<file path="config.mk">
export PLATFORM = sky130hd
export DESIGN_NAME = sprite_anim_sequencer
export DESIGN_NICKNAME = d
export VERILOG_FILES = /design/src/rtl/sprite_anim_sequencer_pkg.sv /design/src/rtl/anim_tick_divider.sv /design/src/rtl/sprite_anim_sequencer.sv
export SDC_FILE = /design/constraint.sdc
export NUM_CORES = 1
export LEC_CHECK = 0
export CELL_PAD_IN_SITES_DETAIL_PLACEMENT = 0
export CELL_PAD_IN_SITES_GLOBAL_PLACEMENT = 1
export CORE_UTILIZATION = 48
export DETAILED_ROUTE_END_ITERATION = 10
export PLACE_DENSITY = 0.93
export SKIP_LAST_GASP = 1
export SYNTH_ARGS = -nofsm -noshare
export SYNTH_HDL_FRONTEND = slang
export SYNTH_SLANG_ARGS = --single-unit
export TNS_END_PERCENT = 1
</file>
<file path="constraint.sdc">
create_clock -name clk -period 3.89 [get_ports clk]
set_clock_uncertainty 0.05 [all_clocks]
set_input_delay 0.389 -clock clk [delete_from_list [all_inputs] [get_ports clk]]
set_output_delay 0.389 -clock clk [all_outputs]
set_load 0.02 [all_outputs]
</file>
<file path="src/rtl/sprite_anim_sequencer_pkg.sv">
// Shared definitions for the sprite animation sequencer: playback types and
// the ping-pong direction state.
package sprite_anim_sequencer_pkg;

  localparam logic [1:0] ANIM_LOOP     = 2'd0;
  localparam logic [1:0] ANIM_PINGPONG = 2'd1;
  localparam logic [1:0] ANIM_ONESHOT  = 2'd2;

  typedef enum logic {
    DIR_UP   = 1'b0,
    DIR_DOWN = 1'b1
  } dir_e;

endpackage

</file>
<file path="src/rtl/anim_tick_divider.sv">
// Free-running period divider: tick marks the last cycle of each TICK_DIV-cycle
// period; hold freezes the count, clr restarts the period from zero.
module anim_tick_divider #(
  parameter int TICK_DIV = 2**21
) (
  input  logic clk,
  input  logic rst,
  input  logic clr,
  input  logic hold,
  output logic tick
);

  localparam int CNT_W = $clog2(TICK_DIV);
  localparam logic [CNT_W-1:0] CNT_MAX = CNT_W'(TICK_DIV - 1);

  logic [CNT_W-1:0] div_cnt;

  if (TICK_DIV < 2) begin : g_bad_div
    $error("anim_tick_divider: TICK_DIV must be at least 2");
  end

  assign tick = (div_cnt == CNT_MAX) && !hold;

  // clr wins over hold so a restart always begins a full period
  always_ff @(posedge clk or posedge rst) begin
    if (rst) begin
      div_cnt <= '0;
    end else if (clr) begin
      div_cnt <= '0;
    end else if (tick) begin
      div_cnt <= '0;
    end else if (!hold) begin
      div_cnt <= div_cnt + 1'b1;
    end
  end

endmodule

</file>
<file path="src/rtl/sprite_anim_sequencer.sv">
// Sprite animation frame sequencer: per-mode frame ranges with loop, ping-pong
// or one-shot playback, pause/restart, a frame tick pulse and a one-shot done flag.
module sprite_anim_sequencer
  import sprite_anim_sequencer_pkg::*;
#(
  parameter int FRAME_W   = 3,
  parameter int NUM_MODES = 4,
  parameter int TICK_DIV  = 2**21,
  parameter logic [NUM_MODES*FRAME_W-1:0] MODE_BASE = {3'd7, 3'd6, 3'd3, 3'd0},
  parameter logic [NUM_MODES*FRAME_W-1:0] MODE_LEN  = {3'd1, 3'd1, 3'd3, 3'd3},
  parameter logic [NUM_MODES*2-1:0]       MODE_TYPE = {2'd0, 2'd0, 2'd0, 2'd0},
  localparam int MODE_W = (NUM_MODES > 1) ? $clog2(NUM_MODES) : 1
) (
  input  logic               clk,
  input  logic               rst,
  input  logic [MODE_W-1:0]  mode_sel,
  input  logic               pause,
  input  logic               restart,
  output logic [FRAME_W-1:0] frame,
  output logic               frame_tick,
  output logic               done
);

  for (genvar m = 0; m < NUM_MODES; m++) begin : g_chk
    if ((MODE_LEN[m*FRAME_W +: FRAME_W] == 0) ||
        (int'(MODE_BASE[m*FRAME_W +: FRAME_W]) + int'(MODE_LEN[m*FRAME_W +: FRAME_W])
         > 2**FRAME_W)) begin : g_bad_mode
      $error("sprite_anim_sequencer: mode %0d frame range is illegal", m);
    end
  end

  logic [MODE_W-1:0]  mode_q;
  logic [MODE_W-1:0]  mode_eff;
  logic [MODE_W-1:0]  mode_n;
  logic [FRAME_W-1:0] offset;
  logic [FRAME_W-1:0] offset_n;
  dir_e               dir;
  dir_e               dir_n;
  logic               done_n;
  logic               start;
  logic               tick_raw;
  logic               adv;
  logic [FRAME_W-1:0] len_m1;
  logic [1:0]         type_cur;
  logic [FRAME_W-1:0] base_n;

  // Out-of-range mode requests fall back to mode 0
  assign mode_eff = (32'(mode_sel) < NUM_MODES) ? mode_sel : '0;
  assign start    = (mode_eff != mode_q) || restart;
  assign adv      = tick_raw && !start;
  assign mode_n   = start ? mode_eff : mode_q;
  assign len_m1   = MODE_LEN[32'(mode_q)*FRAME_W +: FRAME_W] - 1'b1;
  assign type_cur = MODE_TYPE[32'(mode_q)*2 +: 2];
  assign base_n   = MODE_BASE[32'(mode_n)*FRAME_W +: FRAME_W];

  anim_tick_divider #(
    .TICK_DIV(TICK_DIV)
  ) u_div (
    .clk (clk),
    .rst (rst),
    .clr (start),
    .hold(pause),
    .tick(tick_raw)
  );

  always_comb begin
    offset_n = offset;
    dir_n    = dir;
    done_n   = done;
    if (start) begin
      offset_n = '0;
      dir_n    = DIR_UP;
      done_n   = 1'b0;
    end else if (adv) begin
      case (type_cur)
        ANIM_PINGPONG: begin
          // a single-frame range has no turning points, so it simply holds
          if (len_m1 != '0) begin
            if (dir == DIR_UP) begin
              offset_n = offset + 1'b1;
              if (offset_n == len_m1) dir_n = DIR_DOWN;
            end else begin
              offset_n = offset - 1'b1;
              if (offset_n == '0) dir_n = DIR_UP;
            end
          end
        end
        ANIM_ONESHOT: begin
          if (offset != len_m1) offset_n = offset + 1'b1;
          if (offset_n == len_m1) done_n = 1'b1;
        end
        default: begin
          offset_n = (offset == len_m1) ? '0 : offset + 1'b1;
        end
      endcase
    end
  end

  // frame is built from the next-state values so it updates on the same edge
  always_ff @(posedge clk or posedge rst) begin
    if (rst) begin
      mode_q     <= '0;
      offset     <= '0;
      dir        <= DIR_UP;
      done       <= 1'b0;
      frame      <= MODE_BASE[FRAME_W-1:0];
      frame_tick <= 1'b0;
    end else begin
      mode_q     <= mode_n;
      offset     <= offset_n;
      dir        <= dir_n;
      done       <= done_n;
      frame      <= base_n + offset_n;
      frame_tick <= adv;
    end
  end

endmodule

</file>
After elaboration in Yosys (flattened, before gate mapping)
Index checks and enable logic that the tools add are counted.
{"block": "totals", "input_bits": 6, "reg_bits": 32, "out_inout_bits": 5}
{"block": "classes", "addsub": 5, "n_shift": 3, "n_reduce_logical": 14, "eq_ne": 9, "mul": 2, "n_mux": 25}
{"cell": "21-bit 2-to-1 mux", "n": 3}
{"cell": "3-bit 2-to-1 mux", "n": 9}
{"cell": "12-bit by 5-bit indexed part select with 3-bit output, first input constant", "n": 2}
{"cell": "21-bit by 1-bit adder with 21-bit output, second input constant", "n": 1}
{"cell": "21-bit equality test, second input constant", "n": 1}
{"cell": "1-bit 2-to-1 mux", "n": 11}
{"cell": "2-bit nonzero test", "n": 5}
{"cell": "3-bit equality test", "n": 3}
{"cell": "2-bit by 2-bit multiplier with 4-bit output, second input constant", "n": 2}
{"cell": "8-bit by 4-bit indexed part select with 2-bit output, first input constant", "n": 1}
{"cell": "3-bit case mux with 2 select lines", "n": 1}
{"cell": "3-bit AND reduction", "n": 2}
{"cell": "3-bit by 1-bit subtractor with 3-bit output, second input constant", "n": 2}
{"cell": "3-bit by 1-bit adder with 3-bit output, second input constant", "n": 1}
{"cell": "3-bit adder", "n": 1}
{"cell": "3-bit logical NOT", "n": 1}
{"cell": "3-bit by 1-bit inequality test with 1-bit output, second input constant", "n": 1}
{"cell": "3-bit inequality test", "n": 1}
{"cell": "3-bit nonzero test", "n": 1}
{"cell": "2-bit by 1-bit equality test with 1-bit output, second input constant", "n": 1}
{"cell": "2-bit equality test, second input constant", "n": 1}
{"cell": "1-bit logical AND", "n": 2}
{"cell": "1-bit logical NOT", "n": 2}
{"cell": "2-bit 2-to-1 mux", "n": 1}
{"cell": "other kinds (2)", "n": 2}

Longest topological paths before layout
Gate-level depths: netlist of the first run.
{"block": "depth", "ltp_word": 13, "ltp_mapped": 11, "mapped_depth_nobuf": 11}

Modules after synthesis
Synthesis of the first run repeated with hierarchy kept, for this count alone.
{"block": "unflattened", "cells_unflattened": 176, "area_unflattened_um2": 1672.9}
{"module": "anim_tick_divider", "instances": 1, "area_per_inst_um2": 1192.4, "cells_per_inst": 137}
{"module": "sprite_anim_sequencer", "instances": 1, "area_per_inst_um2": 480.5, "cells_per_inst": 39}

Worst setup path before layout of the first run
Ideal clock, no wire load.
{"block": "synth_timing", "path_kind": "register to register", "start": "register u_div.div_cnt[0]", "end": "register frame[2]", "path_stages_with_launch": 12, "t_required_ps": 3713, "arrival_ps": 2495, "path_buffers": 0, "setup_time_ps": 127, "setup_slack_ps": 1218, "cell_sequence": "dfrtp_1 > ha_1 > inv_1 > nor4_2 > nand3_2 > or3_1 > a21oi_1 > ha_1 > inv_1 > fa_1 > xor2_1 > xnor2_1"}
{"block": "synth_via", "elab_chain_cells": 6}
{"element": "start: declaration", "line": "anim_tick_divider.sv:16", "text": "logic [CNT_W-1:0] div_cnt;"}
{"element": "start signal: assignment", "line": "anim_tick_divider.sv:33", "text": "div_cnt <= div_cnt + 1'b1;"}
{"element": "21-bit equality test", "line": "anim_tick_divider.sv:22", "text": "assign tick = (div_cnt == CNT_MAX) && !hold;"}
{"element": "1-bit logical AND", "line": "anim_tick_divider.sv:22"}
{"element": "1-bit logical AND", "line": "sprite_anim_sequencer.sv:50", "text": "assign adv = tick_raw && !start;"}
{"element": "3-bit 2-to-1 mux", "line": "sprite_anim_sequencer.sv:74", "text": "end else if (adv) begin"}
{"element": "3-bit 2-to-1 mux", "line": "sprite_anim_sequencer.sv:70", "text": "if (start) begin"}
{"element": "named net offset_n[0]", "line": "sprite_anim_sequencer.sv:36", "text": "logic [FRAME_W-1:0] offset_n;"}
{"element": "3-bit adder", "line": "sprite_anim_sequencer.sv:113", "text": "frame <= base_n + offset_n;"}
{"element": "end signal: assignment", "line": "sprite_anim_sequencer.sv:106", "text": "frame <= MODE_BASE[FRAME_W-1:0];"}
{"element": "end signal: assignment", "line": "sprite_anim_sequencer.sv:113"}
{"element": "end: declaration", "line": "sprite_anim_sequencer.sv:19", "text": "output logic [FRAME_W-1:0] frame,"}
The timed path passes the listed nets, and every way through them passes these cells.
A chain may end at the register's enable or synchronous reset.

Worst setup path after layout of the first run
Ends and elaborated chain as after synthesis.

==> impl_metrics.toml, run 1 <==
[status]
run_status = "finished, final reports clean"

[layout]
area.growth.synth_to_final_pct = 12.9
drive_gt1_share_pct = 7.95
multi_input_area_um2 = 747
register_area_um2 = 776
fill_cells = 288
nets = 185
final_util_pct = 57.9
diodes = 0

[global_route]
grt_overflow = 0
grt_max_degree = 32
grtUsageTotal_pct = 20.4
antenna_found_initial = 0
grt_pass1_wl_um = 5110
grt_pass1_vias = 1137

[critical_path]
crit_required_ns = 4.08
r2r_cells = 11
worstSetupEndpointType = "flip-flop"
r2r_end = "frame[2]$_DFF_PP0_"
cp-start-kind = "flip-flop"
r2r_slack_ns = 0.87
timing.rr.start = "u_div.div_cnt[0]$_DFFE_PP0P_"
critPathKind = "flip-flop to flip-flop"
cp_max_fo = 9
worstSetupStartpoint = "u_div.div_cnt[0]$_DFFE_PP0P_"
cp.arrival_ns = 3.21

[route]
viasPerCell = 5.19
antenna_left = 0
firstDrtPassIters = 4
drt_iter0_markers = 48
drc = 0
wire_per_inst_um = 13.2
vias = 1141
routed_wl_um = 2910

[pwr]
p_seq_share_pct = 58.6
leakage_nw = 0.754
switching_share_pct = 26.6
pwr-share-clk_pct = 34.5
p_sw_uw = 148
pwr_density_cell_nw_per_um2 = 310
p_comb_share_pct = 6.9
ir_drop_mv = 0.225
intPower_uw = 409

[sta]
max_freq_mhz = 331
fin_tns_setup_ns = 0
max_slew.worst_pin.slew_ns = 0.629
rsz0062_at_grt = "no"
setup_viol = 0
min_period_over_period_pct = 77.7
max_slew_margin_pct = 57.8
fin_crit_ns = 3.02
maxSlewViolCount = 0
finalHoldViolCount = 0
hold_slack_ns = 0.353

[floorplanning]
row_count = 20
io-pin-count = 11
die-area_um2 = 3550
initial_utilization_pct = 51.3
fp.dieH_um = 59.6
core_area_um2 = 3100
fp.dieW_um = 59.6

[cts]
clk_pin_slew_ns = 0.11
cts_max_level = 2
cts_setup_buffers = 0
cts_resized = 0
cts_tree = "done"
cts_max_path_buffers = 2
clkSinkCount = 31
numCtsBuffers = 5
clock_latency_ns = 0.35
cts_root_buf = "clkbuf_4"
cts_hold_buf = 0

[synth]
synth_area_leaders = "dfrtp_1 (49%), xor2_1 (7.7%), nor2_1 (5.9%)"
synth_warnings = 0
yosysMostFrequentCell = "dfrtp_1"
synth_cells = 162
ys_types = 33
syn_area_um2 = 1590
postSynthAreaPerCell_um2 = 9.82
ys_seq_elements = 31
synth_edf_count = 0
synth_common_cells = "dfrtp_1 (31), nor2_1 (25), xor2_1 (14), nand2_1 (12), nand3_1 (10)"
synth-main-ff-cell = "dfrtp_1"
ys_seq_area_share_pct = 48.7
synthArstFlopShare_pct = 100
synth_area_leader_cell = "dfrtp_1"
yosysTopAreaCellShare_pct = 48.7
synth_fp_nets = 172

[place]
io_buffers = 10
hpwl_um = 2100
gp_congestion = 0.809

[worst_hold_path]
hp-class = "input pin to async pin"

[flow_run]
drv_cap = 0
layout by cell type (no fill, tap or decap), types with 3 or more instances in the layout:
| cell type | count |
|---|---|
| xnor2_1 | 6 |
| dfrtp_1 | 31 |
| and2_1 | 3 |
| nand2_1 | 12 |
| ha_1 | 3 |
| clkdlybuf4s50_1 | 10 |
| nand3_1 | 10 |
| nand4_1 | 8 |
| nor3_1 | 7 |
| inv_1 | 7 |
| xor2_1 | 14 |
| a21oi_1 | 4 |
| and4_1 | 3 |
| or3_1 | 3 |
| and3_1 | 5 |
| nor2_1 | 25 |
| clkbuf_4 | 5 |
how the worst max path moves through the flow:
| stage | to | depth (start not counted) |
|---|---|---|
| 2_1_floorplan | frame[2]$_DFF_PP0_ | 11 |
| 3_3_place_gp | frame[2]$_DFF_PP0_ | 10 |
| 3_5_place_dp | frame[2]$_DFF_PP0_ | 10 |
| 4_1_cts | frame[2]$_DFF_PP0_ | 11 |
| 5_1_grt | frame[2]$_DFF_PP0_ | 11 |
| 6_report | frame[2]$_DFF_PP0_ | 11 |
final cells by class:
type / instances / area share [%]
clock buffers: 5 / 2.09
well taps: 44 / 3.06
multi-input cells: 118 / 41.6
flip-flops and latches: 31 / 43.2
clock inverters: 3 / 1.11
inverters: 7 / 1.46
repair buffers: 12 / 7.52
power groups by stage:
stage	logic [mW]	registers (mW)	clock network, mW
final	0.0384	0.327	0.192
after global placement	0.0346	0.333	0
after detailed placement	0.0357	0.333	0
after CTS	0.0358	0.327	0.198
after global routing	0.0431	0.327	0.213
after floorplan	0.0214	0.335	0
through the flow:
step / instance area (um2) / power, mW / worst slack [ns] / instances
3_5_place_dp: 1710 / 0.369 / 0.577 / 211
2_1_floorplan: 1590 / 0.356 / 1.22 / 162
5_1_grt: 1800 / 0.583 / 0.660 / 220
6_report: 1800 / 0.558 / 0.867 / 220
4_1_cts: 1770 / 0.560 / 0.906 / 219
3_3_place_gp: 1710 / 0.368 / 0.711 / 211
cells by family after synthesis:
group	Yosys count	share of synthesized area, %
compound gates	9	3.38
mux	2	1.26
simple gates	83	27.7
buf+inv	13	4.32
flops	31	48.7
fa+ha+maj	4	3.62
xor+xnor	20	11.0
metal layers:
metal / GRT usage [%] / routed length, um
met5: 0 / 0
met4: 9.97 / 25
met3: 8.52 / 153
met2: 31.5 / 1410
met1: 24.6 / 1320
registers in the layout (all words and copies together), names as in the netlist:
register,cells
u_div.div_cnt,21
frame,3
offset,3
mode_q,2
done,1
frame_tick,1
worst max-delay path, cell delays in order (launching register included):
cell and delay [ns]:
dfrtp_1 0.43, ha_1 0.18, inv_1 0.06, nor4_2 0.44, nand3_2 0.25, or3_1 0.41
a21oi_1 0.19, ha_1 0.18, inv_1 0.05, fa_1 0.38, xor2_1 0.16, xnor2_1 0.13
(Power assumes the default switching activity.)
==> run 2, diff against run 1 <==
- CORE_UTILIZATION: 48 -> 41
- PLACE_DENSITY: 0.93 -> 0.86
- clock period: 3.89 -> 2.7 ns (I/O delays scaled with it)
==> run 2 against run 1 <==
Against the previous run: setup slack worse by 0.73 ns; cell area is 7.6% higher; wire length is 11% higher; highest routed layer unchanged.
==> impl_metrics.toml, run 2 (synthesis results as in run 1) <==
[critical_path]
cp_max_fo = 4
crit_required_ns = 2.81
timing.rr.start = "u_div.div_cnt[5]$_DFFE_PP0P_"
crit_buf_inv = 1
crit_path_cell_trace = "nand4_1 > nor4_4 > nand3_2 > or3_1 > a21oi_2 > ha_1 > inv_1 > fa_1 > xor2_1 > xnor2_1"
cp_top_family = "simple AND/OR/NAND/NOR gates"
crit_path_top_delay_cell = "dfrtp_1"
critPathKind = "flip-flop to flip-flop"
worstSetupStartpoint = "u_div.div_cnt[5]$_DFFE_PP0P_"
max_stage_delay_ns = 0.39
cp-start-kind = "flip-flop"
cp.arrival_ns = 2.67
worstSetupEndpointType = "flip-flop"

[floorplanning]
fp.dieW_um = 64.3
fp.dieH_um = 64.3
core_area_um2 = 3690
die-area_um2 = 4140
initial_utilization_pct = 43.1
row_count = 22
io-pin-count = 11

[sta]
maxSlewViolCount = 0
finalHoldViolCount = 0
rsz0062_at_grt = "no"
min_period_over_period_pct = 94.8
max_freq_mhz = 391
fin_ws_ns = 0.141
max_slew.worst_pin.slew_ns = 0.604
fin_crit_ns = 2.56
setup_viol = 0
max_slew_margin_pct = 59.4
hold_slack_ns = 0.323

[global_route]
grt_max_degree = 32
antenna_found_initial = 0
grtUsageMet1_pct = 24.6
grt-busiest-layer = "met2"
grt_overflow = 0
met2_usage_pct = 29.2
grt_pass1_vias = 1316
grtUsageTotal_pct = 18.6
grt_pass1_wl_um = 5890
grtUsageMet3_pct = 5.00

[pwr]
ir_drop_mv = 0.333
leakage_nw = 0.847
pwr_density_cell_nw_per_um2 = 451

[place]
dpl_cell_area_um2 = 1810
gp_congestion = 0.780
hpwl_um = 2380
io_buffers = 10
pre_cts_ws_ns = -0.226

[cts]
cts_max_level = 2
cts_tree = "done"
cts_hold_buf = 0
clk_pin_slew_ns = 0.06
cts_max_path_buffers = 2
clkSinkCount = 31
clock_latency_ns = 0.28
cts_root_buf = "clkbuf_8"
numCtsBuffers = 5

[layout]
drive_gt1_share_pct = 15.2
reg_top3 = "u_div.div_cnt (21), frame (3), offset (3)"
area.growth.synth_to_final_pct = 21.5
final_cell_mix = "dfrtp_1 (31), nor2_1 (25), buf_4 (17)"
nets = 200
final_util_pct = 52.4
multi_input_area_um2 = 762
final_common_cell = "dfrtp_1"
largest_register = "u_div.div_cnt"
largest_reg_flops = 21
post-route-cell-area_um2 = 1930
fill_cells = 354
register_area_um2 = 776
diodes = 0

[route]
wire_per_inst_um = 13.6
drt_iter0_markers = 89
firstDrtPassIters = 4
vias = 1235
antenna_left = 0
routed_wl_um = 3240
drc = 0
viasPerCell = 5.17

[flow_run]
drv_cap = 0

[status]
run_status = "finished, final reports clean"

[worst_hold_path]
hp-class = "input pin to async pin"
-- run 2: cell count changes in the layout (fill, tap and decap cells not counted), sizes merged --
| cell | delta |
|---|---|
| buf | +15 |
| clkbuf | +2 |
| clkinvlp | -2 |
-- run 2: per-stage QoR --
step                      total power, mW  instances  TNS, ns
after detailed placement            0.537        228   -0.304
after global placement              0.536        228  -0.0884
after global routing                0.912        239        0
final                               0.872        239        0
after floorplan                     0.514        162        0
after CTS                           0.882        237        0
-- run 2: worst register-to-register path, cell delays in order (launching register included) --
cell     delay, ns
dfrtp_1       0.39
nand4_1       0.18
nor4_4        0.29
nand3_2       0.11
or3_1         0.38
a21oi_2       0.17
ha_1          0.17
inv_1         0.05
fa_1          0.37
xor2_1        0.16
xnor2_1       0.12
-- run 2: layout make-up --
cell class,instances,share of cell area (%)
Sequential cell,31,40.1
Multi-Input combinational cell,118,39.4
Timing Repair Buffer,27,11.8
Clock buffer,7,3.95
Tap cell,48,3.11
Inverter,7,1.36
Clock inverter,1,0.259
-- run 2: where the power goes --
| part | switching [mW] | internal [mW] | total [mW] |
|---|---|---|---|
| combinational | 0.0359 | 0.0219 | 0.0578 |
| clock | 0.162 | 0.180 | 0.343 |
| sequential | 0.00225 | 0.469 | 0.471 |
| total | 0.200 | 0.671 | 0.872 |
-- run 2: routing by layer --
layer | share of wire [%] | up-vias
li1 | - | 604
met2 | 47 | 19
met5 | 0 | -
met1 | 48 | 604
met3 | 3.5 | 8
met4 | 1.8 | 0
-- run 2: path summary, 6_finish.rpt --
check | endpoint | slack (ns) | cells past startpoint
min reg2reg | done$_DFFE_PP0P_ | 0.45 | 1
min | u_div.div_cnt[10]$_DFFE_PP0P_ | 0.32 | 3
max in group asynchronous | u_div.div_cnt[3]$_DFFE_PP0P_ | 1.99 | 3
min in group clk | done$_DFFE_PP0P_ | 0.45 | 1
max reg2reg | frame[2]$_DFF_PP0_ | 0.14 | 10
max | frame[2]$_DFF_PP0_ | 0.14 | 10
-- run 2: what timing repair did --
item,CTS,global route
pin swaps,1,5
resized for setup,2,1
endpoints found under the setup margin,1,1
buffers inserted,1,2
